--- src/rtl/seven_seg_scan_driver.sv ---
// rtl/seven_seg_scan_driver.sv - multiplexed 7-segment scan driver with shadowed BCD load
// Loads land in a shadow copy and reach the display only at frame start, so a frame never mixes two values.
module seven_seg_scan_driver #(
  parameter int DECIMAL_DIGITS = 3,
  parameter int REFRESH_DIV    = 50000,
  parameter int BLANK_CYCLES   = 16,
  parameter int SEG_ACTIVE_LOW = 1,
  parameter int AN_ACTIVE_LOW  = 1
) (
  input  logic                        clk_i,
  input  logic                        rst_ni,
  input  logic                        enable_i,
  input  logic                        load_i,
  input  logic [DECIMAL_DIGITS*4-1:0] bcd_i,
  input  logic [DECIMAL_DIGITS-1:0]   dp_i,
  input  logic                        blank_zeros_i,
  output logic [6:0]                  seg_o,
  output logic                        dp_o,
  output logic [DECIMAL_DIGITS-1:0]   an_o,
  output logic                        frame_o
);

  localparam int IW = (DECIMAL_DIGITS > 1) ? $clog2(DECIMAL_DIGITS) : 1;
  localparam int CW = $clog2(REFRESH_DIV);
  localparam int BW = DECIMAL_DIGITS * 4;

  localparam logic [CW-1:0] CNT_LAST  = CW'(REFRESH_DIV - 1);
  localparam logic [CW-1:0] BLANK_LIM = CW'(BLANK_CYCLES);
  localparam logic [IW-1:0] IDX_LAST  = IW'(DECIMAL_DIGITS - 1);

  // XOR masks that turn the active-high internal form into pin polarity
  localparam logic [6:0]                SEG_POL = (SEG_ACTIVE_LOW != 0) ? 7'h7F : 7'h00;
  localparam logic                      DP_POL  = (SEG_ACTIVE_LOW != 0);
  localparam logic [DECIMAL_DIGITS-1:0] AN_POL  = (AN_ACTIVE_LOW != 0) ? '1 : '0;

  typedef enum logic [1:0] {
    ST_OFF,
    ST_BLANK,
    ST_DRIVE
  } state_t;

  state_t                    r_state;
  logic [CW-1:0]             r_cnt;
  logic [IW-1:0]             r_idx;
  logic [BW-1:0]             r_shadow_bcd;
  logic [DECIMAL_DIGITS-1:0] r_shadow_dp;
  logic                      r_pending;
  logic [BW-1:0]             r_disp_bcd;
  logic [DECIMAL_DIGITS-1:0] r_disp_dp;
  logic [6:0]                r_seg;
  logic                      r_dp;
  logic [DECIMAL_DIGITS-1:0] r_an;
  logic                      r_frame;

  state_t                    w_state_next;
  logic [CW-1:0]             w_cnt_next;
  logic [IW-1:0]             w_idx_next;
  logic                      w_frame_start;
  logic                      w_pending_next;
  logic [BW-1:0]             w_disp_bcd_next;
  logic [DECIMAL_DIGITS-1:0] w_disp_dp_next;
  logic [DECIMAL_DIGITS-1:0] w_lz;
  logic                      w_zero_run;
  logic [3:0]                w_digit;
  logic                      w_dp_sel;
  logic                      w_lz_sel;
  logic                      w_drive;
  logic [6:0]                w_seg_next;
  logic                      w_dp_next;
  logic [DECIMAL_DIGITS-1:0] w_an_next;

  function automatic logic [6:0] f_decode(input logic [3:0] d);
    case (d)
      4'd0:    f_decode = 7'h3F;
      4'd1:    f_decode = 7'h06;
      4'd2:    f_decode = 7'h5B;
      4'd3:    f_decode = 7'h4F;
      4'd4:    f_decode = 7'h66;
      4'd5:    f_decode = 7'h6D;
      4'd6:    f_decode = 7'h7D;
      4'd7:    f_decode = 7'h07;
      4'd8:    f_decode = 7'h7F;
      4'd9:    f_decode = 7'h6F;
      default: f_decode = 7'h40;
    endcase
  endfunction

  always_comb begin
    w_state_next  = r_state;
    w_cnt_next    = r_cnt;
    w_idx_next    = r_idx;
    w_frame_start = 1'b0;
    if (!enable_i) begin
      w_state_next = ST_OFF;
      w_cnt_next   = '0;
      w_idx_next   = '0;
    end else begin
      case (r_state)
        ST_BLANK, ST_DRIVE: begin
          if (r_cnt == CNT_LAST) begin
            w_cnt_next = '0;
            if (r_idx == IDX_LAST) begin
              w_idx_next    = '0;
              w_frame_start = 1'b1;
            end else begin
              w_idx_next = r_idx + IW'(1);
            end
          end else begin
            w_cnt_next = r_cnt + CW'(1);
          end
        end
        default: begin
          w_cnt_next    = '0;
          w_idx_next    = '0;
          w_frame_start = 1'b1;
        end
      endcase
      // Slot phase is a pure function of the counter; BLANK_CYCLES=0 skips BLANK.
      w_state_next = (w_cnt_next < BLANK_LIM) ? ST_BLANK : ST_DRIVE;
    end
  end

  always_comb begin
    w_pending_next  = load_i | (r_pending & ~w_frame_start);
    w_disp_bcd_next = r_disp_bcd;
    w_disp_dp_next  = r_disp_dp;
    if (w_frame_start && r_pending) begin
      w_disp_bcd_next = r_shadow_bcd;
      w_disp_dp_next  = r_shadow_dp;
    end
  end

  // Outputs are decoded from next-state values so they register on the same edge as idx/cnt.
  always_comb begin
    w_zero_run = 1'b1;
    w_lz       = '0;
    for (int k = DECIMAL_DIGITS - 1; k >= 0; k--) begin
      w_zero_run = w_zero_run & (w_disp_bcd_next[k*4 +: 4] == 4'd0);
      w_lz[k]    = w_zero_run & (k != 0);
    end
    w_drive  = (w_state_next == ST_DRIVE);
    w_digit  = '0;
    w_dp_sel = 1'b0;
    w_lz_sel = 1'b0;
    w_an_next = '0;
    for (int k = 0; k < DECIMAL_DIGITS; k++) begin
      if (w_idx_next == IW'(k)) begin
        w_digit      = w_disp_bcd_next[k*4 +: 4];
        w_dp_sel     = w_disp_dp_next[k];
        w_lz_sel     = w_lz[k];
        w_an_next[k] = w_drive;
      end
    end
    w_seg_next = (w_drive && !(blank_zeros_i && w_lz_sel)) ? f_decode(w_digit) : 7'h00;
    w_dp_next  = w_drive & w_dp_sel;
  end

  always_ff @(posedge clk_i or negedge rst_ni) begin
    if (!rst_ni) begin
      r_state      <= ST_OFF;
      r_cnt        <= '0;
      r_idx        <= '0;
      r_shadow_bcd <= '0;
      r_shadow_dp  <= '0;
      r_pending    <= 1'b0;
      r_disp_bcd   <= '0;
      r_disp_dp    <= '0;
      r_seg        <= SEG_POL;
      r_dp         <= DP_POL;
      r_an         <= AN_POL;
      r_frame      <= 1'b0;
    end else begin
      r_state    <= w_state_next;
      r_cnt      <= w_cnt_next;
      r_idx      <= w_idx_next;
      r_pending  <= w_pending_next;
      r_disp_bcd <= w_disp_bcd_next;
      r_disp_dp  <= w_disp_dp_next;
      if (load_i) begin
        r_shadow_bcd <= bcd_i;
        r_shadow_dp  <= dp_i;
      end
      r_seg   <= w_seg_next ^ SEG_POL;
      r_dp    <= w_dp_next ^ DP_POL;
      r_an    <= w_an_next ^ AN_POL;
      r_frame <= w_frame_start;
    end
  end

  assign seg_o   = r_seg;
  assign dp_o    = r_dp;
  assign an_o    = r_an;
  assign frame_o = r_frame;

endmodule

--- config.mk ---
export PLATFORM = sky130hd
export DESIGN_NAME = seven_seg_scan_driver
export DESIGN_NICKNAME = d
export VERILOG_FILES = /design/src/rtl/seven_seg_scan_driver.sv
export SDC_FILE = /design/constraint.sdc
export NUM_CORES = 1
export LEC_CHECK = 0
export CORE_MARGIN = 2
export CORE_UTILIZATION = 51
export CTS_CLUSTER_SIZE = 24
export DETAILED_ROUTE_END_ITERATION = 10
export GPL_ROUTABILITY_DRIVEN = 0
export PLACE_DENSITY = 0.74
export SYNTH_ARGS = -nofsm -noshare
export SYNTH_HDL_FRONTEND = slang
export SYNTH_SLANG_ARGS = --single-unit
--- constraint.sdc ---
create_clock -name clk_i -period 2.9 [get_ports clk_i]
set_input_delay 0.58 -clock clk_i [delete_from_list [all_inputs] [get_ports clk_i]]
set_output_delay 0.58 -clock clk_i [all_outputs]
set_load 0.01 [all_outputs]
==> impl_results.md, run 1 <==
* Fin nets at 380
* CP endpoint kind: flip-flop
* Aggregate global routing overflow at 0
* Internal Pwr Total at roughly 0.0015 W
* TritonRoute pass-1 iters at 4
* Top_reg_cell synth: dfrtp_1
* Async SR Flop Fraction at 100%
* Setup Skew at between 10 and 15 ps
* Gate Count Post-Synth at about 290
* Most frequent cell after synthesis: dfrtp_1
* ANT cells at 0
* Yosys cell types at 56
* Multi-input logic area at 1580 sq um
* Placed Cells incl. Taps at ~420
* Required @ worst endpoint at approximately 3200 ps
* First-pass GRT wire length at around 12 mm
* Avg WL per Cell at about 16 microns
* Area after DPL at about 3800 sq um
* Final Hold Fails at 0
* Worst hold path class: input pin to asynchronous set/reset pin
* Antenna Violating Nets Remaining at 0
* Initial core utilization at a little over half
* Die Y at between 80 and 90 microns
* Overall Global Routing Usage at 21.5%
* Fill count at around 470
* Final core occ at slightly below 70%
* CTS sink count at 63
* Design area at just over 4000 sq um
* Non-filler cells, final at approximately 430
* Initial antenna violation count at 0
* Tmin final at ~2800 ps
* Critical Path AT at 3090 ps
* Largest net degree at the start of global routing at 25
* Net Sw Frac at 26.9%
* Peak supply drop at 455 uV
* CTS Buf Count at 9
* Syn Nets at approximately 310
* Buffers on Ports at 31
* Die area at 6880 sq um
* Yosys top cell by area: dfrtp_1
* Final setup vio count at 0
* Vias/cell at around 5.6
* Root buf cell: clkbuf_8
* Max FO, Critical Path at 5
* Final WL at around 7.0 mm
* Mapped cell area at 3180 sq um
* Commonest cells in the netlist: dfrtp_1 (52), nor2_1 (26), mux2_2 (25)
* Worst-Skew Late Latency at 350 ps
* Clock share of power at a little over a third
* Layout cell share with drive strength beyond 1 at roughly a third
* Syn. warnings at 0
* Core ar. at 5960 sq um
* Psw at 0.000557 W
* Max Cap Viol at 0
* Storage element area at between 1500 and 2000 sq um
* Crit share post-route at 98.0%
* PnR Total Power at between 0.002 and 0.0025 W
* Power Dens Cells at between 500 and 600 nW/um^2
* Detailed-route DRC error count at 0
* Number of global-route vias before repair at around 2500
* Syn_area_per_cell at about 11 sq um
* Ports at 32
* Sequential Power Share at 48.2%
* Slew Limit Headroom at between 50% and 60%
* Lkg Pwr at about 1.8 nW
* Worst-margin pin slew at 665 ps
* Detailed placement HPWL at 5.21 mm
* Die width at between 80 and 90 microns
* Max Fclk at 352 MHz
* RSZ-0062 raised after global routing: true
* CTS Buffer Depth at 2
* Post-CTS Hold Fix Bufs at 0
* Sequential-to-total area share from yosys stat at between 50% and 60%
* Slew Viols, Final at 0
* Via count at approximately 2400
* Number of enable flip-flop cells after synthesis at 0
* Flops & latches, synth at 63
* Startpoint types: flip-flop
* H-tree depth at 3
* Status: complete, no violations
* CTS tree: done
* Share of the synthesized area in the top cell type at 40.9%
* Largest cells by area after synthesis: dfrtp_1 (41%), dfstp_2 (9.1%), mux2_2 (8.9%)
* Initial DRC Count at 73
* Area delta synth->final at 28.7%
* Clock-pin slew on the worst setup and hold paths at ~70 ps
* Combinational power share at roughly 16%
* Rows at 28
* WS Path Type: flip-flop to flip-flop
-- cell usage in the layout (no fill, tap or decap), types with 6 or more instances in the layout --
cell type and count:
clkbuf_8 9, o211ai_1 11, clkdlybuf4s50_1 30, buf_4 36, xnor2_1 6, nand2_1 16
dfrtp_1 52, nor2_1 25, mux2i_1 8, xor2_1 8, dfstp_2 11, mux2_2 23
inv_1 9, nand3_1 12
-- critical path: stages (launching register included) --
cell      delay [ps]
dfrtp_1          400
or4b_4           590
nor4_4           270
mux2_4           380
and4_1           160
a211o_1          300
inv_2            100
ha_4             200
and2_4           130
o311ai_2         210
-- cell families after synthesis --
group | synth area share, %
AO/OA/AOI/OAI | 11.5
XOR/XNOR | 4.13
adder cells (fa/ha/maj) | 2.36
buffers and inverters | 2.79
flip-flops | 50.0
multiplexers | 11.8
AND/OR/NAND/NOR | 17.3
-- flip-flops by register name (all words and copies together), names as in the netlist --
signal / cells
an_o: 3
seg_o: 7
r_cnt: 16
r_shadow_bcd: 12
r_disp_bcd: 12
dp_o: 1
r_idx: 2
r_pending: 1
r_state: 2
r_shadow_dp: 3
frame_o: 1
r_disp_dp: 3
-- final cells by class --
class,instances,area share (%)
Tap cell,75,2.29
Multi-Input combinational cell,200,38.7
Inverter,13,1.38
Clock buffer,10,3.12
Sequential cell,63,38.9
Timing Repair Buffer,67,14.1
Clock inverter,6,1.53
-- power by group through the flow --
stage / combinational, W / clock (W) / sequential (W)
after CTS: 0.000310 / 0.000759 / 0.00100
after global routing: 0.000369 / 0.000798 / 0.00101
final: 0.000329 / 0.000745 / 0.00100
after floorplan: 0.000195 / 0 / 0.000999
after global placement: 0.000297 / 0 / 0.00101
after detailed placement: 0.000309 / 0 / 0.00102
-- worst paths after layout --
kind,cells past startpoint,to,start,slack (ps)
worst min-delay path,1,r_cnt[6],rst_ni,210
worst max register to register,9,seg_o[3],r_cnt[13],60
min in group clk_i,1,r_disp_dp[1],r_disp_dp[1],510
max in group asynchronous,2,r_disp_bcd[7],rst_ni,1950
worst min register to register,1,r_disp_dp[1],r_disp_dp[1],510
worst max-delay path,9,seg_o[3],r_cnt[13],60
-- layer usage --
layer / track usage (%) / part of all wire, %
met1: 27.5 / 44
met2: 34.5 / 49
met3: 4.77 / 4.4
met4: 10.4 / 2.2
met5: 0 / 0
-- metrics by stage --
stage | TNS, ps | hold slack (ps) | setup slack [ps]
finish | 0 | 213 | 57.1
global route | -232 | 261 | -73.7
detailed placement | -420 | 490 | -96.7
CTS | 0 | 232 | 13.5
floorplan | 0 | 284 | 1.74
global placement | -26.1 | 484 | -23.8
-- timing repair --
item,in CTS,in global routing
endpoints found under the setup margin,1,7
setup buffers,0,3
gates resized for setup,2,9
pin swaps,0,1
Note: power is estimated with default switching activity, not from simulation.
==> run 2, diff against run 1 <==
- SLEW_MARGIN: unset -> 20
==> results of run 2 <==
The final DEF is identical to that of run 1; final timing and power are the same.
